## config.mk

```make
export PLATFORM = sky130hd
export DESIGN_NAME = id_ex_stage
export DESIGN_NICKNAME = d
export VERILOG_FILES = /design/src/rtl/cpu_pkg.sv /design/src/rtl/forward_unit.sv /design/src/rtl/id_ex_stage.sv
export SDC_FILE = /design/constraint.sdc
export NUM_CORES = 1
export LEC_CHECK = 0
export BUFFER_PORTS_ARGS = -buffer_cell sky130_fd_sc_hd__buf_4
export CAP_MARGIN = 20
export CORE_AREA = 5 5 135 137
export DETAILED_ROUTE_END_ITERATION = 16
export DIE_AREA = 0 0 140 142
export PLACE_DENSITY = 0.73
export SYNTH_ARGS = -nofsm -noshare
export SYNTH_HDL_FRONTEND = slang
export SYNTH_SLANG_ARGS = --single-unit
export TNS_END_PERCENT = 30
```

## constraint.sdc

```tcl
create_clock -name clk -period 2.44 [get_ports clk]
set_input_delay 0.488 -clock clk [delete_from_list [all_inputs] [get_ports clk]]
set_output_delay 0.488 -clock clk [all_outputs]
set_load 0.01 [all_outputs]
```

## src/rtl/cpu_pkg.sv

```systemverilog
// Shared definitions for the five-stage pipeline:
// control-bundle layout and operand-forwarding select codes.
package cpu_pkg;

  localparam int REG_WRITE  = 0;
  localparam int MEM_READ   = 1;
  localparam int MEM_WRITE  = 2;
  localparam int MEM_TO_REG = 3;
  localparam int ALU_SRC    = 4;
  localparam int REG_DST    = 5;
  localparam int ALU_OP     = 6;
  localparam int ALU_OP_W   = 4;
  localparam int CTRL_W     = ALU_OP + ALU_OP_W;

  localparam logic [1:0] FWD_REG = 2'b00;
  localparam logic [1:0] FWD_EXM = 2'b01;
  localparam logic [1:0] FWD_MWB = 2'b10;

  typedef logic [CTRL_W-1:0] ctrl_t;

endpackage

```

## src/rtl/forward_unit.sv

```systemverilog
// Operand forwarding select for one EX source register.
// EX/MEM wins over MEM/WB; register 0 is never forwarded.
module forward_unit
  import cpu_pkg::*;
#(
  parameter int RA_W = 5
) (
  input  logic            en,
  input  logic [RA_W-1:0] src,
  input  logic            exm_reg_write,
  input  logic [RA_W-1:0] exm_dest,
  input  logic            mwb_reg_write,
  input  logic [RA_W-1:0] mwb_dest,
  output logic [1:0]      sel
);

  logic exm_hit;
  logic mwb_hit;

  always_comb begin
    exm_hit = exm_reg_write & (|exm_dest)
            & (exm_dest == src);
    mwb_hit = mwb_reg_write & (|mwb_dest)
            & (mwb_dest == src);
    sel = FWD_REG;
    priority case (1'b1)
      !en:     sel = FWD_REG;
      exm_hit: sel = FWD_EXM;
      mwb_hit: sel = FWD_MWB;
      default: sel = FWD_REG;
    endcase
  end

endmodule

```

## src/rtl/id_ex_stage.sv

```systemverilog
// ID/EX pipeline register with load-use bubble insertion,
// branch flush, forwarding selects and event counters.
module id_ex_stage
  import cpu_pkg::*;
#(
  parameter int WIDTH = 32,
  parameter int RA_W  = 5,
  parameter int CNT_W = 16
) (
  input  logic             clk,
  input  logic             rst_n,
  input  logic             id_valid,
  input  logic [WIDTH-1:0] id_pc,
  input  logic [WIDTH-1:0] id_rs_val,
  input  logic [WIDTH-1:0] id_rt_val,
  input  logic [WIDTH-1:0] id_imm,
  input  logic [RA_W-1:0]  id_rs,
  input  logic [RA_W-1:0]  id_rt,
  input  logic [RA_W-1:0]  id_dest,
  input  logic [CTRL_W-1:0] id_ctrl,
  input  logic             flush,
  input  logic             exm_reg_write,
  input  logic [RA_W-1:0]  exm_dest,
  input  logic             mwb_reg_write,
  input  logic [RA_W-1:0]  mwb_dest,
  output logic             stall_if_id,
  output logic             ex_valid,
  output logic [WIDTH-1:0] ex_pc,
  output logic [WIDTH-1:0] ex_rs_val,
  output logic [WIDTH-1:0] ex_rt_val,
  output logic [WIDTH-1:0] ex_imm,
  output logic [RA_W-1:0]  ex_rs,
  output logic [RA_W-1:0]  ex_rt,
  output logic [RA_W-1:0]  ex_dest,
  output logic [CTRL_W-1:0] ex_ctrl,
  output logic [1:0]       fwd_a_sel,
  output logic [1:0]       fwd_b_sel,
  output logic [CNT_W-1:0] stall_cnt,
  output logic [CNT_W-1:0] flush_cnt
);

  logic             valid_q, valid_d;
  logic [WIDTH-1:0] pc_q, pc_d;
  logic [WIDTH-1:0] rs_val_q, rs_val_d;
  logic [WIDTH-1:0] rt_val_q, rt_val_d;
  logic [WIDTH-1:0] imm_q, imm_d;
  logic [RA_W-1:0]  rs_q, rs_d;
  logic [RA_W-1:0]  rt_q, rt_d;
  logic [RA_W-1:0]  dest_q, dest_d;
  ctrl_t            ctrl_q, ctrl_d;
  logic [CNT_W-1:0] stall_cnt_q, stall_cnt_d;
  logic [CNT_W-1:0] flush_cnt_q, flush_cnt_d;
  logic             lu;
  logic             stall;

  always_comb begin
    // rt is compared even for I-type readers; extra stalls are harmless
    lu = id_valid & valid_q & ctrl_q[MEM_READ] & (|dest_q)
       & ((dest_q == id_rs) | (dest_q == id_rt));
    stall = lu & ~flush;

    pc_d     = id_pc;
    rs_val_d = id_rs_val;
    rt_val_d = id_rt_val;
    imm_d    = id_imm;
    rs_d     = id_rs;
    rt_d     = id_rt;
    dest_d   = id_dest;
    valid_d  = id_valid & ~flush & ~lu;
    ctrl_d   = valid_d ? id_ctrl : '0;

    stall_cnt_d = stall_cnt_q;
    if (stall && !(&stall_cnt_q))
      stall_cnt_d = stall_cnt_q + CNT_W'(1);

    flush_cnt_d = flush_cnt_q;
    if (flush && !(&flush_cnt_q))
      flush_cnt_d = flush_cnt_q + CNT_W'(1);
  end

  always_ff @(posedge clk or negedge rst_n) begin
    if (!rst_n) begin
      valid_q     <= 1'b0;
      pc_q        <= '0;
      rs_val_q    <= '0;
      rt_val_q    <= '0;
      imm_q       <= '0;
      rs_q        <= '0;
      rt_q        <= '0;
      dest_q      <= '0;
      ctrl_q      <= '0;
      stall_cnt_q <= '0;
      flush_cnt_q <= '0;
    end else begin
      valid_q     <= valid_d;
      pc_q        <= pc_d;
      rs_val_q    <= rs_val_d;
      rt_val_q    <= rt_val_d;
      imm_q       <= imm_d;
      rs_q        <= rs_d;
      rt_q        <= rt_d;
      dest_q      <= dest_d;
      ctrl_q      <= ctrl_d;
      stall_cnt_q <= stall_cnt_d;
      flush_cnt_q <= flush_cnt_d;
    end
  end

  forward_unit #(.RA_W(RA_W)) u_fwd_a (
    .en            (valid_q),
    .src           (rs_q),
    .exm_reg_write (exm_reg_write),
    .exm_dest      (exm_dest),
    .mwb_reg_write (mwb_reg_write),
    .mwb_dest      (mwb_dest),
    .sel           (fwd_a_sel)
  );

  forward_unit #(.RA_W(RA_W)) u_fwd_b (
    .en            (valid_q),
    .src           (rt_q),
    .exm_reg_write (exm_reg_write),
    .exm_dest      (exm_dest),
    .mwb_reg_write (mwb_reg_write),
    .mwb_dest      (mwb_dest),
    .sel           (fwd_b_sel)
  );

  assign stall_if_id = stall;
  assign ex_valid    = valid_q;
  assign ex_pc       = pc_q;
  assign ex_rs_val   = rs_val_q;
  assign ex_rt_val   = rt_val_q;
  assign ex_imm      = imm_q;
  assign ex_rs       = rs_q;
  assign ex_rt       = rt_q;
  assign ex_dest     = dest_q;
  assign ex_ctrl     = ctrl_q;
  assign stall_cnt   = stall_cnt_q;
  assign flush_cnt   = flush_cnt_q;

endmodule

```

Yosys cells after proc, flatten, opt, wreduce, memory -nomap -nowiden
Index checks and enable logic that the tools add are counted.
{"block": "word_totals", "elab_cells": 51, "output_inout_bits": 191, "register_bits": 186, "input_bits": 169}
{"block": "classes", "muxes": 7, "n_eq_ne": 6, "n_reduce_logical": 9, "bitwise_logic": 16, "addsub": 2}
{"cell": "$add A16 B1 Y16 const B", "n": 2}
{"cell": "$reduce_and A16 Y1", "n": 2}
{"cell": "$eq A5 B5 Y1", "n": 6}
{"cell": "$reduce_or A5 Y1", "n": 3}
{"cell": "$and A1 B1 Y1", "n": 13}
{"cell": "$mux W2", "n": 6}
{"cell": "$mux W10", "n": 1}
{"cell": "$logic_and A1 B1 Y1", "n": 2}
{"cell": "$logic_not A1 Y1", "n": 2}
{"cell": "$not A1 Y1", "n": 2}
{"cell": "$or A1 B1 Y1", "n": 1}

Longest topological paths before layout
Gate-level depths: netlist of the first run.
{"block": "logic_depth", "ltp_word": 7, "ltp_mapped": 7, "depth_no_buf": 6}

Hierarchy
A second synthesis of the first run with hierarchy kept.
{"block": "unflattened", "cells_unflattened": 372, "area_unflattened_um2": 5977.0}
{"module": "id_ex_stage", "instances": 1, "cells_each": 330, "area_each_um2": 5646.7, "seq_area_each_um2": 4654.5}
{"module": "forward_unit", "instances": 2, "cells_each": 21, "area_each_um2": 165.2, "seq_area_each_um2": 0.0}

Worst setup path before layout of the first run
No wires, ideal clock.
{"block": "synth_timing", "path_type": "input to output", "from": "input exm_dest[0]", "to": "output fwd_a_sel[1]", "arrival_ns": 1.681, "required_ns": 1.952, "path_buffers": 0, "stages": 4, "setup_slack_ns": 0.271, "path_cell_list": "or4_1 > o21ai_1 > nor4_1 > nor4_1"}
{"block": "synth_between", "elab_chain_cells": 5, "word_cells_on_any_way": 6, "cone_classes": "1 x eq/ne; 2 x mux; 2 x bitwise; 1 x reduce/logical"}
{"element": "start, declared", "line_no": "id_ex_stage.sv:23", "rtl": "input logic [RA_W-1:0] exm_dest,"}
{"element": "$reduce_or A5 Y1", "line_no": "forward_unit.sv:21", "rtl": "exm_hit = exm_reg_write & (|exm_dest)"}
{"element": "$and A1 B1 Y1", "line_no": "forward_unit.sv:21"}
{"element": "$and A1 B1 Y1 (*)", "line_no": "forward_unit.sv:22", "rtl": "& (exm_dest == src);"}
{"element": "$mux W2 (*) (2 in series)", "line_no": "forward_unit.sv:26", "rtl": "priority case (1'b1)"}
{"element": "end, declared", "line_no": "id_ex_stage.sv:36", "rtl": "output logic [1:0] fwd_a_sel,"}
Every way passes the cells marked *; elsewhere a longest branch is shown, timed or not.

Worst setup path after layout of the first run
{"block": "layout_timing", "from": "input exm_dest[0]", "to": "output fwd_b_sel[1]"}
{"block": "layout_between", "elab_chain_cells": 5, "word_cells_on_any_way": 6, "cone_classes": "1 x eq/ne; 2 x mux; 2 x bitwise; 1 x reduce/logical"}
{"element": "$reduce_or A5 Y1", "line_no": "forward_unit.sv:21"}
{"element": "$and A1 B1 Y1", "line_no": "forward_unit.sv:21"}
{"element": "$and A1 B1 Y1 (*)", "line_no": "forward_unit.sv:22"}
{"element": "$mux W2 (*) (2 in series)", "line_no": "forward_unit.sv:26"}
{"element": "end, declared", "line_no": "id_ex_stage.sv:37", "rtl": "output logic [1:0] fwd_b_sel,"}
Marks and branches as above.

==> results of run 1 <==
[cell families (layout without fill, tap and decap cells)]
| family | Yosys count | in the layout | synth area share (%) |
|---|---|---|---|
| AO/OA/AOI/OAI | 14 | 14 | 1.89 |
| adder cells (fa/ha/maj) | 2 | 2 | 0.420 |
| flip-flops | 186 | 186 | 78.2 |
| multiplexers | 3 | 3 | 0.630 |
| buffers and inverters | 5 | 401 | 0.609 |
| AND/OR/NAND/NOR | 92 | 92 | 10.1 |
| XOR/XNOR | 56 | 56 | 8.24 |
[worst max-delay path, stage by stage]
cell and delay (ns):
buf_4 0.13, or4_1 0.55, o21ai_1 0.20, nor4_1 0.09, nor4_1 0.31, buf_4 0.18
[cell usage after synthesis, drive strengths merged (4+ instances only)]
cell type,n
nor4,10
dfrtp,186
nor2,4
or4,4
nand4,6
xnor2,28
xor2,28
and2,13
nand3,16
nand2,13
buf,4
and3,7
[where the power goes]
part,internal (W),total [W],switching [W]
clock network,0.00147,0.00276,0.00129
logic,0.000500,0.000896,0.000395
registers,0.00326,0.00339,0.000124
total,0.00523,0.00705,0.00181
[metal layers]
metal  vias up  global-route usage (%)  share of wire, %
li1       1979                       -                 -
met5         -                       0              0.18
met1      2105                    18.4                32
met3        28                    9.88                11
met2       213                    34.1                54
met4         4                    6.88               2.6
[flip-flops by register name, indices dropped and copies added, names as in the netlist]
name,flops
ex_rt,5
ex_rt_val,32
ex_rs_val,32
ex_dest,5
ex_rs,5
ex_imm,32
flush_cnt,16
ex_pc,32
stall_cnt,16
ex_ctrl,10
ex_valid,1
[area by class of cell]
cell class                 instances  share of cell area, %
multi-input combinational        167                   13.2
clock buffer                      17                   4.43
sequential                       186                   48.5
tap                              225                   2.93
clock inverter                    15                   1.81
inverter                           1                 0.0391
timing repair buffer             368                   29.1
[placed cells by master (no fill, tap or decap), drive strengths merged, types with 3 or more instances in the layout]
cell type / synthesis / routed
mux2: 3 / 3
clkbuf: 0 / 18
and2: 13 / 13
buf: 4 / 366
xor2: 28 / 28
nand4: 6 / 6
inv: 1 / 9
a31oi: 3 / 3
xnor2: 28 / 28
nor3: 3 / 3
and3: 7 / 7
clkinv: 0 / 4
nor2: 4 / 4
dfrtp: 186 / 186
nor4: 10 / 10
nand3: 16 / 16
or4: 4 / 4
nand2: 13 / 13
and4: 3 / 3
[worst max-delay path by stage]
stage | to | slack [ns] | cells past startpoint
after floorplan | fwd_a_sel[1] | 0.27 | 4
after global placement | fwd_b_sel[1] | 0.02 | 6
after detailed placement | fwd_b_sel[1] | 0.001 | 6
after CTS | fwd_b_sel[1] | 0.001 | 6
after global routing | fwd_a_sel[0] | -0.10 | 5
final | fwd_b_sel[1] | 0.006 | 6
[stage by stage]
| step | utilization [%] | power (W) | instances | area [sq um] | setup slack [ns] |
|---|---|---|---|---|---|
| 2_1_floorplan | - | 0.00368 | 358 | 5960 | 0.271 |
| 3_3_place_gp | 53.0 | 0.00433 | 944 | 8980 | 0.0195 |
| 3_5_place_dp | 53.0 | 0.00435 | 944 | 8980 | 0.00135 |
| 4_1_cts | 56.6 | 0.00712 | 977 | 9590 | 0.000990 |
| 5_1_grt | 56.7 | 0.00735 | 979 | 9610 | -0.100 |
| 6_report | 56.7 | 0.00705 | 979 | 9610 | 0.00564 |
[what timing repair did]
item,in CTS,in global routing
hold buffers,1,0
resized for setup,0,1
hold endpoints to repair,39,0
endpoints found under the setup margin,0,3
setup buffers,0,2
==> flow_metrics.env, run 1 <==
export IMPL_status="completed"
export IMPL_crit_required_ns=1.95
export IMPL_synth_top_area_cell="dfrtp_1"
export IMPL_yosys_cell_types_count=42
export IMPL_ys_seq_area_share_pct=78.2
export IMPL_n_antenna_cell=0
export IMPL_synth_top_area_share_pct=78.2
export IMPL_area_delta_synth_final_pct=61.3
export IMPL_cts_sinks=186
export IMPL_ys_async_sr_fraction_pct=100
export IMPL_drtPass1Iterations=4
export IMPL_p_leak_nw=4.82
export IMPL_syn_nets=529
export IMPL_die_w_um=140
export IMPL_htree_levels=4
export IMPL_cts_buffers=17
export IMPL_ff_latch_area_sq_um=4650
export IMPL_vias=4329
export IMPL_fin_skew_ns=0.00968
export IMPL_hold_depth=1
export IMPL_ant_nets=0
export IMPL_hp_class="in -> reg"
export IMPL_whs_ns=0.168
export IMPL_path_class="in -> out"
export IMPL_drv_cap=0
export IMPL_place_gp_congestion=0.892
export IMPL_fin_tns_setup_ns=0
export IMPL_dp_hpwl_mm=15.3
export IMPL_grt_max_degree=66
export IMPL_synth_edf_count=0
export IMPL_relSlewSlack_pct=56.1
export IMPL_first_global_vias=5035
export IMPL_start_util_pct=35.2
export IMPL_cts_tree="yes"
export IMPL_totalWireLength_mm=19.0
export IMPL_hold_violations=0
export IMPL_path_clk_slew_ns=0.08
export IMPL_ys_ff_latch=186
export IMPL_holdCritStartpoint="id_rs_val[13]"
export IMPL_final_nets=912
export IMPL_die_area_sq_um=19900
export IMPL_synth_warnings=0
export IMPL_crit_path_start="exm_dest[0]"
export IMPL_synthesis_area_sq_um=5960
export IMPL_worstReg2RegStart="stall_cnt[0]"
export IMPL_r2r_cells=6
export IMPL_synth_ff_type="dfrtp_1"
export IMPL_cts_root_buffer="clkbuf_16"
export IMPL_insertion_delay_ns=0.42
export IMPL_tightest_slew_ns=0.658
export IMPL_rrSetupSlack_ns=0.26
export IMPL_die_y_um=142
export IMPL_gr_usage_all_layers_pct=18.8
export IMPL_irDropWorstVdd_uv=484
export IMPL_rows=48
export IMPL_fin_crit_sh_pct=99.8
export IMPL_syn_avg_cell_area_sq_um=16.6
export IMPL_yosys_top_cells_area="dfrtp_1, xnor2_1, xor2_1, and2_1, nand3_1"
export IMPL_drive_gt1_share_pct=54.8
export IMPL_drtIter0Drc=157
export IMPL_fillers=1391
export IMPL_worstPathMaxFanout=3
export IMPL_finalSetupViolCount=0
export IMPL_grt_antenna_before_repair=2
export IMPL_r2r_end="stall_cnt[1]"
export IMPL_core_area_sq_um=16900
export IMPL_end_kind="primary output"
export IMPL_holdPathEnd="ex_rs_val[13]"
export IMPL_rsz0062_at_grt="yes"
export IMPL_grt_pass1_wl_mm=28.5
export IMPL_drc=0
export IMPL_pin_count=360
export IMPL_postSynthCellCount=358
export IMPL_clk_path_buf_depth=2
export IMPL_grt_overflow=0
export IMPL_multi_input_area_sq_um=1270
export IMPL_finalCriticalPeriod_ns=2.43
export IMPL_arrival_ns=1.95
export IMPL_pwr_density_cell_nw_per_um2=733
export IMPL_maxSlewViolCount=0
export IMPL_fmax_ghz=0.411
export IMPL_cp_start_kind="input pin"
export IMPL_wl_per_cell_um=19.4
export IMPL_io_buffers=359
export IMPL_viasPerCell=4.42
No activity file was read; power rests on OpenSTA's default activity.
==> run 2, diff against run 1 <==
Settings changed: CORE_AREA 5 5 135 137 to 5 5 137 139, CTS_BUF_LIST from default to sky130_fd_sc_hd__clkbuf_2, DIE_AREA 0 0 140 142 to 0 0 142 144, PLACE_DENSITY 0.73 to 0.71.
==> run 2 against run 1 <==
Compared with the run above:
- the run now ends with negative setup slack left
- combinational power increased by 28%
- clock power decreased by 43%
- count of clock-buffer cells in the layout increased by 2
- highest routed layer is now met4
- sequential share of layout area decreased by 5.9 points
- largest cell class unchanged
==> flow_metrics.env, run 2 (same netlist as run 1, synthesis figures left out) <==
export IMPL_status="complete, but fails checks"
export IMPL_violations="negative setup slack"
export IMPL_core_area_sq_um=17500
export IMPL_arrival_ns=2.21
export IMPL_grt_max_degree=67
export IMPL_drtPass1Iterations=4
export IMPL_final_cell_mix="buf_4, dfrtp_1, dlygate4sd3_1, xor2_1, xnor2_1"
export IMPL_pin_count=360
export IMPL_gr_usage_all_layers_pct=22.2
export IMPL_holdCritStartpoint="id_valid"
export IMPL_drtIter0Drc=199
export IMPL_cp_start_kind="flop"
export IMPL_comb_power_share_pct=18.7
export IMPL_wl_per_cell_um=20.1
export IMPL_place_gp_congestion=0.925
export IMPL_grt_overflow=0
export IMPL_hold_violations=0
export IMPL_p_clk_share_pct=25.8
export IMPL_die_y_um=144
export IMPL_crit_required_ns=1.95
export IMPL_rrSetupSlack_ns=0.31
export IMPL_final_nets=1072
export IMPL_drc=0
export IMPL_instances_no_fill=1150
export IMPL_p_leak_nw=5.37
export IMPL_rows=49
export IMPL_cts_buffers=17
export IMPL_fin_skew_ns=0.0362
export IMPL_viasPerCell=4.46
export IMPL_tightest_slew_ns=0.551
export IMPL_dp_cells=950
export IMPL_io_buffers=359
export IMPL_grt_pass1_wl_mm=33.8
export IMPL_die_area_sq_um=20400
export IMPL_cts_root_buffer="clkbuf_2"
export IMPL_ant_nets=0
export IMPL_rsz0062_at_grt="yes"
export IMPL_layout_setup_ws_ns=-0.257
export IMPL_p_sw_w=0.00170
export IMPL_insertion_delay_ns=0.74
export IMPL_dp_hpwl_mm=15.2
export IMPL_totalWireLength_mm=23.1
export IMPL_hp_class="in -> reg"
export IMPL_final_util_pct=62.4
export IMPL_path_clk_slew_ns=0.24
export IMPL_fin_crit_sh_pct=111
export IMPL_crit_path_start="ex_rs[4]"
export IMPL_postLayoutCellArea_sq_um=10900
export IMPL_worstReg2RegStart="ex_dest[0]"
export IMPL_end_kind="primary output"
export IMPL_first_global_vias=5976
export IMPL_p_int_w=0.00443
export IMPL_drv_cap=0
export IMPL_crit_end="fwd_a_sel[1]"
export IMPL_irDropWorstVdd_uv=409
export IMPL_layout_commonest_cell="buf_4"
export IMPL_drive_gt1_share_pct=47.0
export IMPL_path_class="reg -> out"
export IMPL_area_delta_synth_final_pct=83.7
export IMPL_sw_frac_of_total_pct=27.7
export IMPL_cts_sinks=186
export IMPL_worstPathMaxFanout=3
export IMPL_power_w=0.00613
export IMPL_r2r_end="stall_cnt[7]"
export IMPL_die_w_um=142
export IMPL_grt_antenna_before_repair=7
export IMPL_cts_tree="yes"
export IMPL_htree_levels=4
export IMPL_relSlewSlack_pct=63.3
export IMPL_r2r_cells=7
export IMPL_start_util_pct=34.0
export IMPL_pwr_density_cell_nw_per_um2=561
export IMPL_finalSetupViolCount=5
export IMPL_finalCriticalPeriod_ns=2.70
export IMPL_vias=5128
export IMPL_dp_worst_setup_slack_ns=-0.0103
export IMPL_place_area_sq_um=9010
export IMPL_fmax_ghz=0.371
export IMPL_seq_power_share_pct=55.5
export IMPL_maxSlewViolCount=0
export IMPL_clk_path_buf_depth=2
-- run 2: cell types whose count changed in the layout (fill, tap and decap cells not counted), sizes merged --
cell | before | now
dlygate4sd3 | 1 | 155
clkbuf | 18 | 20
buf | 366 | 372
inv | 9 | 5
bufinv | 1 | 2
diode | 0 | 8
-- run 2: worst min-delay path by stage --
stage          slack, ns       endpoint  cells past startpoint
5_1_grt              0.1       ex_valid                      4
2_1_floorplan       0.19     ex_ctrl[0]                      0
3_5_place_dp        0.49  flush_cnt[11]                      1
4_1_cts              0.1       ex_valid                      4
3_3_place_gp        0.49  flush_cnt[14]                      1
6_report            0.19       ex_valid                      4
-- run 2: final cells by class --
cell class                      count  area (sq um)
Timing Repair Buffer              528          4400
Clock buffer                       19          95.1
Sequential cell                   186          4660
Fill cell                        1304          6600
Inverter                            1          3.75
Clock inverter                     12           140
Multi-Input combinational cell    167          1340
Tap cell                          229           287
Antenna cell                        8          20.0
-- run 2: repair_timing --
item,4_1_cts,5_1_grt
hold buffers,155,0
endpoints found under the hold margin,217,0
setup endpoints to repair,5,5
pin swaps,5,2
setup buffers,1,5
resized for setup,7,8
-- run 2: critical path, cell delays in order (launching register included) --
cell and delay [ns]:
dfrtp_1 0.46, xor2_1 0.16, or4_1 0.50, nor4_1 0.19
buf_4 0.17
-- run 2: power groups by stage --
stage / sequential, W / combinational [W] / clock [W]
floorplan: 0.00352 / 0.000158 / 0
global placement: 0.00344 / 0.000894 / 0
detailed placement: 0.00345 / 0.000908 / 0
CTS: 0.00340 / 0.00113 / 0.00160
global route: 0.00343 / 0.00123 / 0.00176
finish: 0.00341 / 0.00115 / 0.00158
-- run 2: metal layers --
metal	GRT usage, %	wire length (um)	share of wire (%)
met1	22.7	7710	33
met2	40.3	12700	55
met5	0	0	0
met3	8.23	1910	8.3
met4	10.1	774	3.4
-- run 2: per-stage QoR --
step | setup TNS (ns) | hold slack [ns]
floorplan | 0 | 0.192
detailed placement | -0.0103 | 0.487
global route | -1.77 | 0.0954
CTS | -1.52 | 0.0960
global placement | 0 | 0.493
finish | -0.922 | 0.191
